===== src/rtl/imm_gen_pipe.sv =====
// imm_gen_pipe: pipelined RISC-V immediate generator with an elastic
// valid/ready pipeline of STAGES register stages and a sideband tag.
// The format is either given explicitly or auto-decoded from the opcode.
// Optional macro IMM_ERR_EN adds out_err (illegal word flag) and err_cnt
// (saturating count of illegal words delivered).
module imm_gen_pipe #(
    parameter int XLEN   = 32,
    parameter int STAGES = 1,
    parameter int TAGW   = 4
) (
    input  logic             clk,
    input  logic             rst,
    input  logic             in_valid,
    output logic             in_ready,
    input  logic [31:0]      in_instr,
    input  logic [2:0]       in_sel,
    input  logic [TAGW-1:0]  in_tag,
    output logic             out_valid,
    input  logic             out_ready,
    output logic [XLEN-1:0]  out_imm,
    output logic [2:0]       out_fmt,
    output logic [TAGW-1:0]  out_tag
`ifdef IMM_ERR_EN
    ,
    output logic             out_err,
    output logic [7:0]       err_cnt
`endif
);

    localparam logic [2:0] FMT_ILL  = 3'b000;
    localparam logic [2:0] FMT_U    = 3'b001;
    localparam logic [2:0] FMT_I    = 3'b010;
    localparam logic [2:0] FMT_SH   = 3'b011;
    localparam logic [2:0] FMT_B    = 3'b100;
    localparam logic [2:0] FMT_S    = 3'b101;
    localparam logic [2:0] FMT_J    = 3'b110;
    localparam logic [2:0] SEL_AUTO = 3'b111;

    // Explicit selects pass through (000 is already illegal); 111 decodes the opcode.
    function automatic logic [2:0] resolve_fmt(input logic [2:0] sel, input logic [31:0] instr);
        logic [2:0] f;
        f = FMT_ILL;
        if (sel != SEL_AUTO) begin
            f = sel;
        end else begin
            case (instr[6:0])
                7'b0110111, 7'b0010111: f = FMT_U;
                7'b0000011, 7'b1100111: f = FMT_I;
                7'b0010011: f = (instr[14:12] == 3'b001 || instr[14:12] == 3'b101) ? FMT_SH : FMT_I;
                7'b1100011: f = FMT_B;
                7'b0100011: f = FMT_S;
                7'b1101111: f = FMT_J;
                default:    f = FMT_ILL;
            endcase
        end
        return f;
    endfunction

    // Builds a 32-bit signed immediate, then sign-extends it to XLEN.
    // shamt is always non-negative, so sign extension doubles as zero extension.
    function automatic logic signed [XLEN-1:0] build_imm(input logic [2:0] fmt, input logic [31:0] instr);
        logic signed [31:0] raw;
        raw = '0;
        case (fmt)
            FMT_U:  raw = {instr[31:12], 12'b0};
            FMT_I:  raw = {{20{instr[31]}}, instr[31:20]};
            FMT_SH: raw = (XLEN == 64) ? {26'b0, instr[25:20]} : {27'b0, instr[24:20]};
            FMT_B:  raw = {{20{instr[31]}}, instr[7], instr[30:25], instr[11:8], 1'b0};
            FMT_S:  raw = {{21{instr[31]}}, instr[30:25], instr[11:7]};
            FMT_J:  raw = {{12{instr[31]}}, instr[19:12], instr[20], instr[30:21], 1'b0};
            default: raw = '0;
        endcase
        return XLEN'(raw);
    endfunction

    logic [2:0]             in_fmt;
    logic signed [XLEN-1:0] in_imm;

    logic [STAGES-1:0]      vld_p;
    logic [STAGES-1:0]      ld;
    logic [XLEN-1:0]        imm_p [STAGES];
    logic [2:0]             fmt_p [STAGES];
    logic [TAGW-1:0]        tag_p [STAGES];

    // Format resolution and immediate construction ahead of stage 0.
    always_comb begin
        in_fmt = resolve_fmt(in_sel, in_instr);
        in_imm = build_imm(in_fmt, in_instr);
    end

    // Stage k can load when the consumer is ready or any stage from k to the
    // output is empty; written flat so the ready chain has no recursive net.
    always_comb begin
        ld = '0;
        for (int k = 0; k < STAGES; k++) begin
            ld[k] = out_ready;
            for (int j = k; j < STAGES; j++) begin
                if (!vld_p[j]) ld[k] = 1'b1;
            end
        end
    end

    assign in_ready = ld[0];

    // Stage registers: stage 0 takes the decoded input, stage k takes stage k-1.
    // Data only moves with a valid word so stalled outputs stay put.
    always_ff @(posedge clk) begin
        if (rst) begin
            for (int k = 0; k < STAGES; k++) begin
                vld_p[k] <= 1'b0;
                imm_p[k] <= '0;
                fmt_p[k] <= '0;
                tag_p[k] <= '0;
            end
        end else begin
            // stage 0 boundary
            if (ld[0]) begin
                vld_p[0] <= in_valid;
                if (in_valid) begin
                    imm_p[0] <= in_imm;
                    fmt_p[0] <= in_fmt;
                    tag_p[0] <= in_tag;
                end
            end
            // stage 1..STAGES-1 boundaries
            for (int k = 1; k < STAGES; k++) begin
                if (ld[k]) begin
                    vld_p[k] <= vld_p[k-1];
                    if (vld_p[k-1]) begin
                        imm_p[k] <= imm_p[k-1];
                        fmt_p[k] <= fmt_p[k-1];
                        tag_p[k] <= tag_p[k-1];
                    end
                end
            end
        end
    end

    assign out_valid = vld_p[STAGES-1];
    assign out_imm   = imm_p[STAGES-1];
    assign out_fmt   = fmt_p[STAGES-1];
    assign out_tag   = tag_p[STAGES-1];

`ifdef IMM_ERR_EN
    assign out_err = out_valid && (out_fmt == FMT_ILL);

    // Saturating count of illegal words handed to the consumer.
    always_ff @(posedge clk) begin
        if (rst) begin
            err_cnt <= 8'd0;
        end else if (out_valid && out_ready && out_err && (err_cnt != 8'hFF)) begin
            err_cnt <= err_cnt + 8'd1;
        end
    end
`endif

endmodule


===== config.mk =====
export PLATFORM = sky130hd
export DESIGN_NAME = imm_gen_pipe
export DESIGN_NICKNAME = d
export VERILOG_FILES = /design/src/rtl/imm_gen_pipe.sv
export SDC_FILE = /design/constraint.sdc
export NUM_CORES = 1
export LEC_CHECK = 0
export CAP_MARGIN = 20
export CORE_MARGIN = 10
export CORE_UTILIZATION = 40
export CTS_CLUSTER_SIZE = 8
export DETAILED_ROUTE_END_ITERATION = 10
export DONT_BUFFER_PORTS = 1
export PLACE_DENSITY = 0.63
export SLEW_MARGIN = 5
export SYNTH_ARGS = -nofsm -noshare
export SYNTH_HDL_FRONTEND = slang
export SYNTH_SLANG_ARGS = --single-unit
export TNS_END_PERCENT = 5

===== constraint.sdc =====
create_clock -name clk -period 3.87 [get_ports clk]
set_clock_uncertainty 0.2 [all_clocks]
set_input_delay 0.1935 -clock clk [delete_from_list [all_inputs] [get_ports clk]]
set_output_delay 0.1935 -clock clk [all_outputs]
set_load 0.01 [all_outputs]

==> impl_results.html <==
<table>
<tr><th>Metric</th><th>Value</th></tr>
<tr><th colspan="2">Run status</th></tr>
<tr><td>Result of the run</td><td>finished, violations left</td></tr>
<tr><td>Failing checks</td><td>hold timing</td></tr>
<tr><th colspan="2">Worst setup path</th></tr>
<tr><td>Crit Path Category</td><td>input port to register</td></tr>
<tr><td>CP Data Required Time</td><td>3.82 ns</td></tr>
<tr><td>Critical path arrival</td><td>2.13 ns</td></tr>
<tr><td>Setup crit end kind</td><td>register</td></tr>
<tr><td>Startpoint type of the worst setup path</td><td>input port</td></tr>
<tr><td>Worst-path fanout max</td><td>19</td></tr>
<tr><th colspan="2">Clocking</th></tr>
<tr><td>Clock sinks</td><td>40</td></tr>
<tr><td>Cts hold-fix bufs</td><td>30</td></tr>
<tr><td>Skew-Pair Late Insertion Delay</td><td>0.28 ns</td></tr>
<tr><td>Setup repair bufs after CTS</td><td>0</td></tr>
<tr><td>Clock transition time at the flip-flop clock pins of the worst setup and hold paths</td><td>0.07 ns</td></tr>
<tr><td>CTS root buffer</td><td>clkbuf_8</td></tr>
<tr><td>Number of CTS-inserted buffers</td><td>5</td></tr>
<tr><td>Post-cts resize count</td><td>0</td></tr>
<tr><td>CTS H-tree depth</td><td>2</td></tr>
<tr><td>Number of buffers on the longest clock path</td><td>2</td></tr>
<tr><td>Clock tree from TritonCTS</td><td>done</td></tr>
<tr><th colspan="2">Final layout</th></tr>
<tr><td>Final Core Density</td><td>0.502</td></tr>
<tr><td>Antenna fix cells</td><td>0</td></tr>
<tr><td>Most frequent standard cell in the layout excluding fill and tap cells</td><td>edfxtp_1</td></tr>
<tr><td>Most frequent cells in the layout</td><td>39 x edfxtp_1, 31 x dlygate4sd3_1, 13 x a21o_1</td></tr>
<tr><td>Final cell area excluding filler cells</td><td>2350 um^2</td></tr>
<tr><td>Net count of the finished layout</td><td>223</td></tr>
<tr><td>Area growth from synthesis to final layout</td><td>22.1%</td></tr>
<tr><td>Layout cell share with drive strength beyond 1</td><td>0.0884</td></tr>
<tr><th colspan="2">Timing</th></tr>
<tr><td>Number of setup violations in the final report</td><td>0</td></tr>
<tr><td>Max transition margin</td><td>0.384</td></tr>
<tr><td>Hold Slack</td><td>-0.000127 ns</td></tr>
<tr><td>Final critical-path required period</td><td>2.18 ns</td></tr>
<tr><td>Peak clock frequency supported by timing</td><td>459 MHz</td></tr>
<tr><td>Least-Margin Pin Slew</td><td>0.924 ns</td></tr>
<tr><td>Crit share post-route</td><td>0.564</td></tr>
<tr><td>Final hold violation count</td><td>1</td></tr>
<tr><td>Number of pins exceeding their max-slew limit in the final report</td><td>0</td></tr>
<tr><td>Setup repair after global routing missed its margin</td><td>no</td></tr>
<tr><td>Final-layout setup total negative slack</td><td>0 ns</td></tr>
<tr><th colspan="2">Synthesis</th></tr>
<tr><td>Yosys warnings</td><td>0</td></tr>
<tr><td>Synthesized instance count</td><td>150</td></tr>
<tr><td>Share of synthesized cell area in and, or, nand and nor gates</td><td>0.155</td></tr>
<tr><td>Portion of the post-synthesis area used by sequential elements</td><td>0.618</td></tr>
<tr><td>Mapped Nets</td><td>193</td></tr>
<tr><td>Syn Area/Cell</td><td>12.8 um^2</td></tr>
<tr><td>Register bit count reported by yosys</td><td>40</td></tr>
<tr><td>Largest family of logic cells by synthesized area</td><td>compound AO/OA/AOI/OAI gates</td></tr>
<tr><td>XOR/XNOR share of the synthesized area</td><td>0</td></tr>
<tr><td>Share of synthesized area spent on multiplexers</td><td>0.00519</td></tr>
<tr><td>Distinct cell type count of the synthesized netlist</td><td>38</td></tr>
<tr><td>Fraction of the mapped netlist area in compound gates</td><td>0.196</td></tr>
<tr><td>Fraction of the mapped netlist area in adder cells</td><td>0</td></tr>
<tr><td>Netlist area before placement</td><td>1930 um^2</td></tr>
<tr><th colspan="2">Floorplanning</th></tr>
<tr><td>Number of rows in the core area</td><td>25</td></tr>
<tr><td>Number of placed I/O pins</td><td>84</td></tr>
<tr><td>Core area</td><td>4690 um^2</td></tr>
<tr><td>Die boundary width</td><td>89.4 um</td></tr>
<tr><td>Initial standard-cell utilization of the core</td><td>0.411</td></tr>
<tr><td>Die boundary height</td><td>89.4 um</td></tr>
<tr><td>Die area</td><td>7990 um^2</td></tr>
<tr><th colspan="2">Placed design</th></tr>
<tr><td>Post-DP HPWL</td><td>3.60 mm</td></tr>
<tr><td>Final RePlAce weighted congestion</td><td>0.760</td></tr>
<tr><td>Number of port buffers</td><td>0</td></tr>
<tr><td>DP Area</td><td>1960 um^2</td></tr>
<tr><th colspan="2">Global routing</th></tr>
<tr><td>Wire length of the first global-routing pass</td><td>7.67 mm</td></tr>
<tr><td>Maximum number of pins on one net before global-route repair</td><td>40</td></tr>
<tr><td>Total global routing track utilization</td><td>0.127</td></tr>
<tr><td>Total congestion overflow</td><td>0</td></tr>
<tr><td>Via count of the first global-routing pass</td><td>1,443</td></tr>
<tr><td>Antenna violations before repair</td><td>0</td></tr>
<tr><th colspan="2">Detailed routing</th></tr>
<tr><td>Total DRC errors in the routed layout</td><td>0</td></tr>
<tr><td>Detailed-routing iteration count for the pre-antenna-repair pass</td><td>5</td></tr>
<tr><td>1st-iter DRT viols</td><td>47</td></tr>
<tr><td>Detail-routed via count per cell</td><td>5.90</td></tr>
<tr><td>Detailed Route WL</td><td>5.11 mm</td></tr>
<tr><td>Drt wl/cell</td><td>21.7 um</td></tr>
<tr><td>Number of vias after detailed routing</td><td>1,386</td></tr>
<tr><td>Number of nets with antenna violations after routing</td><td>0</td></tr>
<tr><th colspan="2">Pwr</th></tr>
<tr><td>Static leakage</td><td>0.915 nW</td></tr>
<tr><td>IR Drop Worst-Case VDD</td><td>0.143 mV</td></tr>
<tr><td>Total power divided by cell area</td><td>381 nW/um^2</td></tr>
<tr><td>Total chip power</td><td>898 uW</td></tr>
<tr><th colspan="2">Hold path</th></tr>
<tr><td>Tightest Hold Check Type</td><td>input port to register</td></tr>
<tr><th colspan="2">Flow run</th></tr>
<tr><td>Number of maximum-capacitance violations</td><td>0</td></tr>
</table>
[worst max-delay path, stage by stage]
cell and delay (ns):
and4b_1 0.27, a41oi_2 0.45, a21o_1 0.34, a21oi_1 0.72, a21o_1 0.15
[metal layers]
metal  routed length [um]  share of wire  GRT usage  vias to the layer above
met1                 2000           0.39      0.130                      664
met4                   43         0.0084     0.0491                        0
met3                  501          0.098     0.0556                        4
li1                     -              -          -                      644
met5                    0              0          0                        -
met2                 2560           0.50      0.223                       74
[logic make-up (layout without fill, tap and decap cells)]
logic type | after synthesis | in the layout
and+or+nand+nor | 50 | 50
AOI/OAI and AO/OA | 48 | 48
buffers and inverters | 11 | 42
muxes | 1 | 1
DFF | 40 | 40
[power by group]
part | total (mW) | switching [mW] | leakage, nW | internal, mW
clock | 0.256 | 0.128 | 0.0395 | 0.128
combinational | 0.0958 | 0.0513 | 0.441 | 0.0444
sequential | 0.546 | 0.0317 | 0.435 | 0.514
[layout make-up]
cell class | count | area (um^2)
fillers | 409 | 2340
flip-flops and latches | 40 | 1190
multi-input cells | 99 | 689
repair buffers | 32 | 318
clock buffers | 8 | 80.1
well taps | 54 | 67.6
inverters | 2 | 7.51
[path summary, 6_finish.rpt]
check / start / endpoint / slack (ns) / depth (start not counted)
min: in_instr[12] / imm_p[0][12]$_SDFFCE_PN0P_ / -0.0001 / 2
min reg2reg: out_valid$_SDFFE_PP0N_ / imm_p[0][31]$_SDFFCE_PN0P_ / 0.88 / 3
max: in_instr[4] / imm_p[0][27]$_SDFFCE_PN0P_ / 1.69 / 5
max reg2reg: out_valid$_SDFFE_PP0N_ / imm_p[0][27]$_SDFFCE_PN0P_ / 1.75 / 4
[synthesized netlist by cell type]
| library cell | count | share of area |
|---|---|---|
| nand2_1 | 3 | 0.0058 |
| a21o_1 | 13 | 0.051 |
| and4_1 | 1 | 0.0045 |
| nor3b_2 | 1 | 0.0065 |
| or2_2 | 2 | 0.0065 |
| a41oi_2 | 1 | 0.0084 |
| dfxtp_1 | 1 | 0.010 |
| a21oi_1 | 6 | 0.016 |
| or3b_1 | 1 | 0.0045 |
| edfxtp_1 | 39 | 0.61 |
| a2111oi_4 | 1 | 0.014 |
| buf_4 | 1 | 0.0039 |
| a211oi_2 | 1 | 0.0065 |
| or3_1 | 1 | 0.0032 |
| a21bo_2 | 1 | 0.0052 |
| nand3_2 | 1 | 0.0052 |
| a21boi_0 | 1 | 0.0039 |
| clkbuf_1 | 5 | 0.0097 |
| nor3b_1 | 1 | 0.0039 |
| o211ai_2 | 1 | 0.0065 |
| nor3_1 | 1 | 0.0026 |
| nor2_1 | 9 | 0.018 |
| o21ai_0 | 1 | 0.0026 |
| a31oi_1 | 8 | 0.026 |
| and4b_1 | 1 | 0.0052 |
| o211ai_1 | 8 | 0.031 |
| a22oi_1 | 4 | 0.016 |
| mux2i_1 | 1 | 0.0052 |
| and2_0 | 1 | 0.0032 |
| inv_1 | 2 | 0.0039 |
| buf_2 | 3 | 0.0078 |
| a221o_1 | 1 | 0.0052 |
| o221ai_1 | 1 | 0.0045 |
| nor4bb_1 | 2 | 0.010 |
| nand2b_1 | 3 | 0.0097 |
| nand3_1 | 10 | 0.026 |
| and2_1 | 11 | 0.036 |
| nand4b_1 | 1 | 0.0045 |
[through the flow]
| step | cells | setup slack [ns] |
|---|---|---|
| final | 235 | 1.69 |
| after global routing | 235 | 1.56 |
| after CTS | 234 | 1.74 |
| after detailed placement | 196 | 1.46 |
| after global placement | 196 | 1.60 |
| after floorplan | 150 | 1.75 |
[state kept, by name (all words and copies together), names as in the netlist]
signal,flops
fmt_p,3
imm_p,32
out_valid,1
tag_p,4
Power figures use the tool's default switching activity.
